### src/rtl/pulse_counter_pkg.sv
// Shared types and constants for the pulse counter / seven-segment display block.
// Latency: n/a (package). Backpressure: n/a.
package pulse_counter_pkg;

    typedef logic [3:0] bcd_digit_t;

    localparam logic [6:0] SEG_BLANK = 7'h7F;

    // Active-low {g,f,e,d,c,b,a} patterns for BCD 0..9
    localparam logic [6:0] SEG_DIGITS [10] = '{
        7'h40, 7'h79, 7'h24, 7'h30, 7'h19,
        7'h12, 7'h02, 7'h78, 7'h00, 7'h10
    };

    function automatic int clog2(input int value);
        int r;
        r = 0;
        for (int i = 0; i < 31; i++) begin
            if ((1 << i) < value) r = i + 1;
        end
        return r;
    endfunction

endpackage

### src/rtl/seg7_decoder.sv
// BCD digit to active-low seven-segment pattern; non-decimal codes or blank give all-off.
// Latency: combinational. Backpressure: none.
module seg7_decoder
    import pulse_counter_pkg::*;
(
    input  bcd_digit_t  i_digit,
    input  logic        i_blank,
    output logic [6:0]  o_seg
);

    always_comb begin
        o_seg = SEG_BLANK;
        for (int k = 0; k < 10; k++) begin
            if (i_digit == bcd_digit_t'(k)) o_seg = SEG_DIGITS[k];
        end
        if (i_blank) o_seg = SEG_BLANK;
    end

endmodule

### src/rtl/pulse_counter_display.sv
// Debounced pulse counter (BCD) driving a multiplexed common-anode display; LEADING_ZERO_BLANK_EN blanks leading zeros.
// Latency: clean input rise -> count_bcd after DEBOUNCE_CYCLES+3 edges; display outputs registered.
// Backpressure: none; input pulses are free-running and every debounced rise is counted unless cleared.
module pulse_counter_display
    import pulse_counter_pkg::*;
#(
    parameter int DIGITS          = 4,
    parameter int DEBOUNCE_CYCLES = 16,
    parameter int REFRESH_DIV     = 1024
)
(
    input  logic                  clock,
    input  logic                  reset_n,
    input  logic                  pulse_in,
    input  logic                  clear,
    input  logic                  hold,
    output logic [6:0]            seg,
    output logic [DIGITS-1:0]     an,
    output logic [4*DIGITS-1:0]   count_bcd,
    output logic                  overflow
);

    localparam int DB_W  = clog2(DEBOUNCE_CYCLES + 1);
    localparam int SC_W  = clog2(REFRESH_DIV);
    localparam int SEL_W = (DIGITS > 1) ? clog2(DIGITS) : 1;
    localparam logic [DB_W-1:0]  DB_LAST  = DB_W'(DEBOUNCE_CYCLES - 1);
    localparam logic [SC_W-1:0]  SC_LAST  = SC_W'(REFRESH_DIV - 1);
    localparam logic [SEL_W-1:0] SEL_LAST = SEL_W'(DIGITS - 1);

    logic                 r_sync1, r_sync2;
    logic [DB_W-1:0]      r_db_cnt;
    logic                 r_db_level, r_db_prev;
    logic [4*DIGITS-1:0]  r_count, r_latch;
    logic                 r_overflow;
    logic [SC_W-1:0]      r_scan_cnt;
    logic [SEL_W-1:0]     r_digit_sel;
    logic [6:0]           r_seg;
    logic [DIGITS-1:0]    r_an;

    logic                 w_inc;
    logic [4*DIGITS-1:0]  w_count_nxt;
    logic                 w_wrap;
    bcd_digit_t           w_digit;
    logic                 w_blank;
    logic [6:0]           w_seg;

    always_ff @(posedge clock or negedge reset_n) begin
        if (!reset_n) begin
            r_sync1    <= 1'b0;
            r_sync2    <= 1'b0;
            r_db_cnt   <= '0;
            r_db_level <= 1'b0;
            r_db_prev  <= 1'b0;
        end else begin
            r_sync1   <= pulse_in;
            r_sync2   <= r_sync1;
            r_db_prev <= r_db_level;
            // Any sample agreeing with the current level restarts the stability window
            if (r_sync2 == r_db_level) begin
                r_db_cnt <= '0;
            end else if (r_db_cnt == DB_LAST) begin
                r_db_level <= r_sync2;
                r_db_cnt   <= '0;
            end else begin
                r_db_cnt <= r_db_cnt + 1'b1;
            end
        end
    end

    assign w_inc = r_db_level & ~r_db_prev;

    // Ripple carry across digits; a carry out of the top digit is a full wrap
    always_comb begin
        logic carry;
        w_count_nxt = r_count;
        carry       = w_inc;
        for (int i = 0; i < DIGITS; i++) begin
            if (carry) begin
                if (r_count[4*i +: 4] == 4'd9) begin
                    w_count_nxt[4*i +: 4] = 4'd0;
                end else begin
                    w_count_nxt[4*i +: 4] = r_count[4*i +: 4] + 4'd1;
                    carry = 1'b0;
                end
            end
        end
        w_wrap = carry;
    end

    always_ff @(posedge clock or negedge reset_n) begin
        if (!reset_n) begin
            r_count    <= '0;
            r_overflow <= 1'b0;
            r_latch    <= '0;
        end else begin
            if (clear) begin
                r_count    <= '0;
                r_overflow <= 1'b0;
            end else begin
                r_count <= w_count_nxt;
                if (w_wrap) r_overflow <= 1'b1;
            end
            if (clear)      r_latch <= '0;
            else if (!hold) r_latch <= r_count;
        end
    end

    always_ff @(posedge clock or negedge reset_n) begin
        if (!reset_n) begin
            r_scan_cnt  <= '0;
            r_digit_sel <= '0;
        end else if (r_scan_cnt == SC_LAST) begin
            r_scan_cnt  <= '0;
            r_digit_sel <= (r_digit_sel == SEL_LAST) ? '0 : r_digit_sel + 1'b1;
        end else begin
            r_scan_cnt <= r_scan_cnt + 1'b1;
        end
    end

`ifdef LEADING_ZERO_BLANK_EN
    logic [DIGITS-1:0] w_lz;

    always_comb begin
        logic zero_above;
        w_lz       = '0;
        zero_above = 1'b1;
        for (int i = DIGITS - 1; i >= 1; i--) begin
            zero_above = zero_above & (r_latch[4*i +: 4] == 4'd0);
            w_lz[i]    = zero_above;
        end
    end
`endif

    always_comb begin
        w_digit = '0;
        w_blank = 1'b0;
        for (int i = 0; i < DIGITS; i++) begin
            if (SEL_W'(i) == r_digit_sel) begin
                w_digit = r_latch[4*i +: 4];
`ifdef LEADING_ZERO_BLANK_EN
                w_blank = w_lz[i];
`else
                w_blank = 1'b0;
`endif
            end
        end
    end

    seg7_decoder u_dec (
        .i_digit (w_digit),
        .i_blank (w_blank),
        .o_seg   (w_seg)
    );

    always_ff @(posedge clock or negedge reset_n) begin
        if (!reset_n) begin
            r_seg <= SEG_BLANK;
            r_an  <= '1;
        end else begin
            r_seg <= w_seg;
            r_an  <= ~(DIGITS'(1) << r_digit_sel);
        end
    end

    assign seg       = r_seg;
    assign an        = r_an;
    assign count_bcd = r_count;
    assign overflow  = r_overflow;

endmodule
### config.mk
export PLATFORM = sky130hd
export DESIGN_NAME = pulse_counter_display
export DESIGN_NICKNAME = d
export VERILOG_FILES = /design/src/rtl/pulse_counter_pkg.sv /design/src/rtl/seg7_decoder.sv /design/src/rtl/pulse_counter_display.sv
export SDC_FILE = /design/constraint.sdc
export NUM_CORES = 1
export LEC_CHECK = 0
export BUFFER_PORTS_ARGS = -buffer_cell sky130_fd_sc_hd__buf_2
export CORE_ASPECT_RATIO = 1.1
export CORE_MARGIN = 2
export CORE_UTILIZATION = 35
export DETAILED_ROUTE_END_ITERATION = 6
export GPL_ROUTABILITY_DRIVEN = 0
export SYNTH_ARGS = -nofsm -noshare
export SYNTH_HDL_FRONTEND = slang
export SYNTH_SLANG_ARGS = --single-unit
### constraint.sdc
create_clock -name clock -period 2.5 [get_ports clock]
set_input_delay 0.125 -clock clock [delete_from_list [all_inputs] [get_ports clock]]
set_output_delay 0.125 -clock clock [all_outputs]
set_load 0.1 [all_outputs]
---- Word-level counts from Yosys, hierarchy flattened ----
Cells that the tools add are included.
storage, ports and cells
  register bits ........................... 65
  output and inout bits ................... 28
  logic and storage cells ................. 95
operators by class
  add/subtract/negate cells ............... 7
  equality and inequality tests ........... 21
  shifts and indexed selects .............. 1
  multiplexer cells ....................... 39
  bitwise logic cells ..................... 4
  reductions and logical operators ........ 8
operator list
  operator               count
  $mux 7                 8
  $mux 16                3
  $mux 4                 12
  $eq 4x4->1 const B     6
  $add 4x1->4 const B    4
  $eq 4x3->1 const B     4
  $mux 6                 2
  $add 10x1->10 const B  1
  $eq 10x10->1 const B   1
  $mux 1                 10
  $mux 10                1
  $mux 5                 2
  $reduce_bool 2->1      5
  $eq 4x2->1 const B     2
  $add 5x1->5 const B    1
  $eq 5x4->1 const B     1
  $eq 2x2->1 const A     2
  $eq 4x1->1 const B     1
  $logic_not 4->1        1
  $not 4->4              1
  $shl 1x2->4 const A    1
  $add 2x1->2 const B    1
  $eq 1x2->1 const A     1
  $eq 2x2->1 const B     1
  7 further kinds        8

---- Longest topological paths before layout ----
Gate-level depths: netlist of the first run.
  depth in word-level cells ............... 16
  gate-level depth with buffers ........... 8

---- Modules after synthesis ----
From an unflattened synthesis of the first run, not the netlist that was laid out.
second synthesis, totals
  cells, all modules ...................... 306
  area total of the unflattened synthesis .. 3306.9 µm²
by module, submodules not included
  module                 times used  cells an instance  area an instance (µm²)  sequential area each (µm²)
  pulse_counter_display  1           274                3089.2                  1640.3
  seg7_decoder           1           32                 217.7                   0.0

---- Worst setup path after synthesis of the first run ----
OpenSTA, ideal clock, no wires.
  path type ............................... reg2reg
  start point ............................. register r_count[0] (netlist: count_bcd[0])
  end point ............................... register r_count[15] (netlist: count_bcd[15])
  setup time .............................. 77 ps
  arrival ................................. 2271 ps
  data required time ...................... 2423 ps
  slack ................................... 151 ps
  stages on the path, launching flop included .. 7
  buffers on the path ..................... 0
  clock period less this slack ............ 2349 ps
  path through ............................ dfrtp_1 > ha_1 > nand3b_1 > nor3_2 > nand2_1 > or3_1 > a21oi_1
between the ends
  cells in the longest elaborated chain, start to end .. 6
ends and longest elaborated chain
  element                      RTL line                      RTL
  start, declared              pulse_counter_display.sv:33   logic [4*DIGITS-1:0] r_count, r_latch;
  start signal, assigned       pulse_counter_display.sv:100  r_count <= w_count_nxt;
  $eq 4x4->1                   pulse_counter_display.sv:79   if (r_count[4*i +: 4] == 4'd9) begin
  $mux 1                       pulse_counter_display.sv:79
  $mux 1 (3 in series)         pulse_counter_display.sv:78   if (carry) begin
  $reduce_bool 2->1 (no line)  n/a
No other way between the ends.
A chain may end at the register's enable or synchronous reset.

---- Worst setup path in the final report of the first run ----
  start point ............................. register r_digit_sel[1]
  end point ............................... register r_seg[3] (netlist: seg[3])
between the ends
  cells in the longest elaborated chain, start to end .. 16
  elaborated cells between the ends (all ways) .. 28
ends and longest elaborated chain
  element                   RTL line                      RTL
  start, declared           pulse_counter_display.sv:36   logic [SEL_W-1:0] r_digit_sel;
  start signal, assigned    pulse_counter_display.sv:114  r_digit_sel <= (r_digit_sel == SEL_LAST) ? '0 : r_digit_sel + 1'b1;
  $logic_not 2->1           pulse_counter_display.sv:138  if (SEL_W'(i) == r_digit_sel) begin
  $mux 4 (3 in series)      pulse_counter_display.sv:138
  $mux 4 (*)                pulse_counter_display.sv:138
  $logic_not 4->1           seg7_decoder.sv:14            if (i_digit == bcd_digit_t'(k)) o_seg = SEG_DIGITS[k];
  $mux 6 (2 in series)      seg7_decoder.sv:14
  $mux 7 (7 in series)      seg7_decoder.sv:14
  $mux 7 (*)                seg7_decoder.sv:14
  named net u_dec.o_seg[3]  seg7_decoder.sv:8             output logic [6:0] o_seg
  end signal, assigned      pulse_counter_display.sv:160  r_seg <= w_seg;
  end, declared             pulse_counter_display.sv:37   logic [6:0] r_seg;
Mark *: on every way through the listed nets, which the timed path passes. The rest lies on a longest branch.

==> results_dict.tcl, run 1 <==
set metrics [dict create \
    cp-end-kind "register" \
    slew_viol_final 0 \
    syn-num-nets 314 \
    die_w_um 93.1 \
    ys_seq_area_frac 0.537 \
    cellPowerDensity_nw_per_um2 543 \
    grt_pass1_vias 2144 \
    leakage_nw 1.68 \
    slew_headroom 0.461 \
    crit_arrival_ns 2.32 \
    htree_levels 3 \
    fin_crit_ns 2.05 \
    cts.sinks 65 \
    initialDrtViolationCount 71 \
    yosysWarnings 0 \
    die_h_um 102 \
    dieArea_um2 9490 \
    route.detailed.drc 0 \
    post-cts-setup-buffer-count 0 \
    holdWs_ns 0.284 \
    area.growth.synth_to_final_pct 15.2 \
    synth_area_leaders "dfrtp_1 44%, dfstp_2 9.5%, mux2i_1 6.6%" \
    cts_buffers 9 \
    drive_above_1_share 0.193 \
    grt_pass1_wl_mm 9.99 \
    path_cells "inv_1, ha_1, a211oi_1, a221o_1, or4_4, nand4_1" \
    finalPower_mw 1.91 \
    setup_tns_ns 0 \
    vias_per_cell 4.94 \
    slowest_delay_ns 0.56 \
    synth_area_um2 3050 \
    tightest_slew_ns 0.809 \
    irDropWorstVdd_uv 370 \
    post_drt_wl_per_cell_um 12.8 \
    syn_avg_cell_area_um2 10.4 \
    yosys.cell_types.count 42 \
    routed_wl_mm 5.73 \
    overflow 0 \
    min_path_type "input pin to register" \
    clk_latency_ns 0.34 \
    drtAntennaViolNets 0 \
    num_vias 2211 \
    synth_ff_type "dfrtp_1" \
    cts_tree "built" \
    final_hold_viol_count 0 \
    cts_buffer_depth 2 \
    rsz0062_at_grt "no" \
    start_util 0.363 \
    grt_usage 0.134 \
    num_rows 35 \
    io_pins 33 \
    synth_top_cell_area_share 0.442 \
    cts_resized 0 \
    syn_inst 295 \
    synth_top_cell_by_area "dfrtp_1" \
    cts-root-buf "clkbuf_8" \
    n_antenna_cell 0 \
    antenna_found_initial 0 \
    status "finished, final reports clean" \
    critPathKind "register to register" \
    path_clk_slew_ns 0.07 \
    start_kind "register" \
    cp_slowest_cell "or4_4" \
    io_buffers 32 \
    crit_required_ns 2.78 \
    core_um2 8410 \
    firstDrtPassIters 4 \
    synth_common_cells "54 x dfrtp_1, 46 x nor2_1, 20 x mux2i_1, 19 x nand2_1, 18 x a21oi_1" \
    yosysMostFrequentCell "dfrtp_1" \
    skew_ns 0.00561 \
    ctsHoldBuffers 2 \
    fin_crit_sh 0.819 \
    cap_violations 0 \
    synth-edff-count 0 \
    final_net_count 351 \
    grt_max_degree 66 \
    hpwl_mm 3.94 \
    fillers 848 \
    cp_max_fo 7 \
    fmax_mhz 488 \
    setup_viol 0 \
    synth-seq-cells 65 \
    synth-async-reset-ratio 1.00 \
]
-- cell families (layout without fill, tap and decap cells) --
logic type	count (synthesis)	count (layout)	synth area share
xor gates and xnor gates	10	10	0.0287
adders and majority gates	14	14	0.0574
and+or+nand+nor	118	118	0.187
AOI/OAI and AO/OA	45	45	0.0914
buffers and inverters	22	64	0.0291
muxes	21	21	0.0692
DFF	65	65	0.537
-- cell type report --
cell class / count / area (µm²) / share of cell area
Tap cell: 111 / 139 / 0.0395
Multi-Input combinational cell: 208 / 1330 / 0.377
Timing Repair Buffer: 36 / 195 / 0.0555
Clock buffer: 13 / 159 / 0.0452
Sequential cell: 65 / 1640 / 0.466
Inverter: 12 / 45.0 / 0.0128
Clock inverter: 3 / 15.0 / 0.00427
-- registers in the layout, summed over array words and instances, names as in the netlist --
name and count:
an 4, r_db_cnt 5, r_sync1 1, seg 7, count_bcd 16, r_sync2 1
r_digit_sel 2, overflow 1, r_db_level 1, r_db_prev 1, r_scan_cnt 10, r_latch 16
-- worst max-delay path, delay by kind of cell, from the launching register on --
family | cells | cell delay (ns)
buffers and inverters | 1 | 0.10
flip-flops | 1 | 0.40
AND/OR/NAND/NOR | 2 | 0.65
AO/OA/AOI/OAI | 2 | 0.56
adder cells (fa/ha/maj) | 1 | 0.27
-- final timing paths --
check	cells past startpoint	endpoint	slack, ns	startpoint
setup / recovery	6	seg[3]$_DFF_PN1_	0.45	r_digit_sel[1]$_DFFE_PN0N_
hold / removal	2	count_bcd[6]$_DFFE_PN0P_	0.28	clear
setup reg to reg	6	seg[3]$_DFF_PN1_	0.45	r_digit_sel[1]$_DFFE_PN0N_
hold reg to reg	0	r_sync2$_DFF_PN0_	0.35	r_sync1$_DFF_PN0_
max in group asynchronous	3	r_latch[15]$_DFFE_PN0P_	1.49	reset_n
min in group asynchronous	3	overflow$_DFFE_PN0P_	0.49	reset_n
-- layout by cell type, fill, tap and decap left out, types with 3 or more instances in the layout --
cell type,Yosys,routed
ha_1,14,14
o211ai_1,5,5
xnor2_1,4,4
mux2i_1,20,20
xor2_1,6,6
buf_2,2,32
nand3_1,15,15
o21ai_0,9,9
nand2b_1,3,3
nor2_1,46,46
nor2b_1,4,4
nor3_1,9,9
or3_1,5,5
clkbuf_8,0,11
nand4_1,3,3
nand2_1,19,19
dfstp_2,11,11
dfrtp_1,54,54
a21oi_1,18,18
clkinv_2,0,3
inv_1,12,12
-- layer usage --
metal / track usage / part of all wire / wire (µm) / up-vias
li1: - / - / - / 1098
met1: 0.178 / 0.49 / 2830 / 1072
met2: 0.205 / 0.45 / 2570 / 30
met3: 0.0361 / 0.037 / 210 / 11
met4: 0.0690 / 0.022 / 126 / 0
met5: 0 / 0 / 0 / -
-- report_power, final --
group | leakage (nW) | internal, mW | total, mW | switching, mW
combinational | 0.743 | 0.0144 | 0.0536 | 0.0393
clock | 0.0932 | 0.410 | 0.794 | 0.384
sequential | 0.847 | 1.06 | 1.06 | 0.00348
total | 1.68 | 1.48 | 1.91 | 0.427
-- metrics by stage --
stage | instances | util | setup WS (ns) | area (µm²)
floorplan | 295 | - | 0.151 | 3050
global placement | 430 | 0.395 | 0.527 | 3320
detailed placement | 430 | 0.395 | 0.464 | 3320
CTS | 448 | 0.418 | 0.445 | 3520
global route | 448 | 0.418 | 0.329 | 3520
finish | 448 | 0.418 | 0.452 | 3520
Note: power is estimated with default switching activity, not from simulation.
==> run 2: changes to the inputs <==
clock period = 1.7 ns   (was 2.5 ns; I/O delays follow)
==> results_dict.tcl, run 2 (synthesized netlist as in run 1, its figures left out) <==
set metrics [dict create \
    io_pins 33 \
    finalPower_mw 2.83 \
    critPathKind "register to register" \
    cap_violations 0 \
    rsz0062_at_grt "yes" \
    irDropWorstVdd_uv 571 \
    leakage_nw 1.87 \
    setup_viol 5 \
    dp.cells 454 \
    grt_usage 0.146 \
    setup_ws_ns -0.162 \
    overflow 0 \
    antenna_found_initial 0 \
    num_rows 35 \
    grt_max_degree 66 \
    cts_tree "built" \
    cts_buffers 9 \
    grt_pass1_vias 2271 \
    placed_cell_area_um2 3590 \
    cellPowerDensity_nw_per_um2 704 \
    n_antenna_cell 0 \
    fin_cells 483 \
    final_area_um2 4020 \
    die_h_um 102 \
    cp-end-kind "register" \
    dieArea_um2 9490 \
    grt_pass1_wl_mm 10.8 \
    min_path_type "input pin to register" \
    num_vias 2370 \
    skew_ns 0.0102 \
    violations "setup timing" \
    fin_crit_ns 1.86 \
    status "finished, violations left" \
    io_buffers 32 \
    route.detailed.drc 0 \
    holdPathStages 2 \
    slew_viol_final 0 \
    tightest_slew_ns 0.620 \
    start_util 0.363 \
    post_drt_wl_per_cell_um 13.1 \
    r2r_start "r_digit_sel[1]$_DFFE_PN0N_" \
    final_net_count 386 \
    vias_per_cell 4.91 \
    htree_levels 3 \
    clk_latency_ns 0.34 \
    final_common_cell "nor2_1" \
    core_um2 8410 \
    min_to "count_bcd[1]$_DFFE_PN0P_" \
    die_w_um 93.1 \
    firstDrtPassIters 4 \
    slew_headroom 0.586 \
    initialDrtViolationCount 51 \
    cts_buffer_depth 2 \
    start_kind "register" \
    drtAntennaViolNets 0 \
    fmax_mhz 537 \
    r2r_slack_ns -0.16 \
    final_core_util 0.478 \
    cts.sinks 65 \
    reg2reg_depth 7 \
    crit_arrival_ns 2.13 \
    final_hold_viol_count 0 \
    crit_required_ns 1.97 \
    r2r-end "seg[3]$_DFF_PN1_" \
    cp_max_fo 4 \
    fin_crit_sh 1.10 \
    hpwl_mm 4.26 \
    min_from "clear" \
    area.growth.synth_to_final_pct 31.7 \
    drive_above_1_share 0.392 \
    routed_wl_mm 6.35 \
    cts-root-buf "clkbuf_8" \
    layout_common_cells "43 x nor2_1, 39 x dfrtp_1, 35 x buf_4" \
    path_clk_slew_ns 0.07 \
]
==> run 2: cell count changes in the layout (fill, tap and decap cells not counted), sizes merged <==
cell,change
buf,+35
clkbuf,+3
clkinv,-3
==> run 2: final cells by class <==
type                       instances  area [µm²]
fill                             820        4390
sequential                        65        1670
multi-input combinational        208        1510
timing repair buffer              71         474
clock buffer                      16         180
tap                              111         139
inverter                          12        47.5
==> run 2: power breakdown <==
group,switching [mW],total (mW),internal (mW)
combinational,0.0586,0.0830,0.0244
clock,0.533,1.19,0.653
sequential,0.00522,1.56,1.56
total,0.597,2.83,2.23
==> run 2: what timing repair did <==
| item | in CTS | in global routing |
|---|---|---|
| hold buffers | 2 | 0 |
| endpoints found under the setup margin | 9 | 18 |
| pin swaps | 11 | 10 |
| gates resized for setup | 18 | 18 |
| endpoints found under the hold margin | 55 | 0 |
| setup buffers | 5 | 8 |
==> run 2: critical path, cell delays in order, from the launching register on <==
cell	delay, ns
dfrtp_1	0.40
buf_4	0.15
ha_4	0.18
nor2_4	0.13
o211ai_1	0.12
o211a_1	0.18
or4_4	0.54
nand4_1	0.09
==> run 2: how the worst max path moves through the flow <==
stage                                    start                to  slack, ns
floorplan           r_digit_sel[1]$_DFFE_PN0N_  seg[3]$_DFF_PN1_      -0.14
global placement    r_digit_sel[0]$_DFFE_PN0N_  seg[3]$_DFF_PN1_      -0.13
detailed placement  r_digit_sel[0]$_DFFE_PN0N_  seg[3]$_DFF_PN1_      -0.15
CTS                 r_digit_sel[0]$_DFFE_PN0N_  seg[3]$_DFF_PN1_      -0.11
global route        r_digit_sel[1]$_DFFE_PN0N_  seg[3]$_DFF_PN1_      -0.24
finish              r_digit_sel[1]$_DFFE_PN0N_  seg[3]$_DFF_PN1_      -0.16
==> run 2: per-stage QoR <==
step                worst slack, ns  setup TNS, ns  hold WS [ns]
finish                       -0.162         -0.421         0.260
detailed placement           -0.152         -0.590         0.138
global placement             -0.126         -0.306         0.126
floorplan                    -0.144         -0.619        -0.211
CTS                          -0.111         -0.396         0.247
global route                 -0.242          -1.15         0.275
==> run 2: layer usage <==
metal,global-route usage,routed length (µm)
met1,0.183,2800
met2,0.244,3250
met3,0.0376,182
met4,0.0543,112
met5,0,0
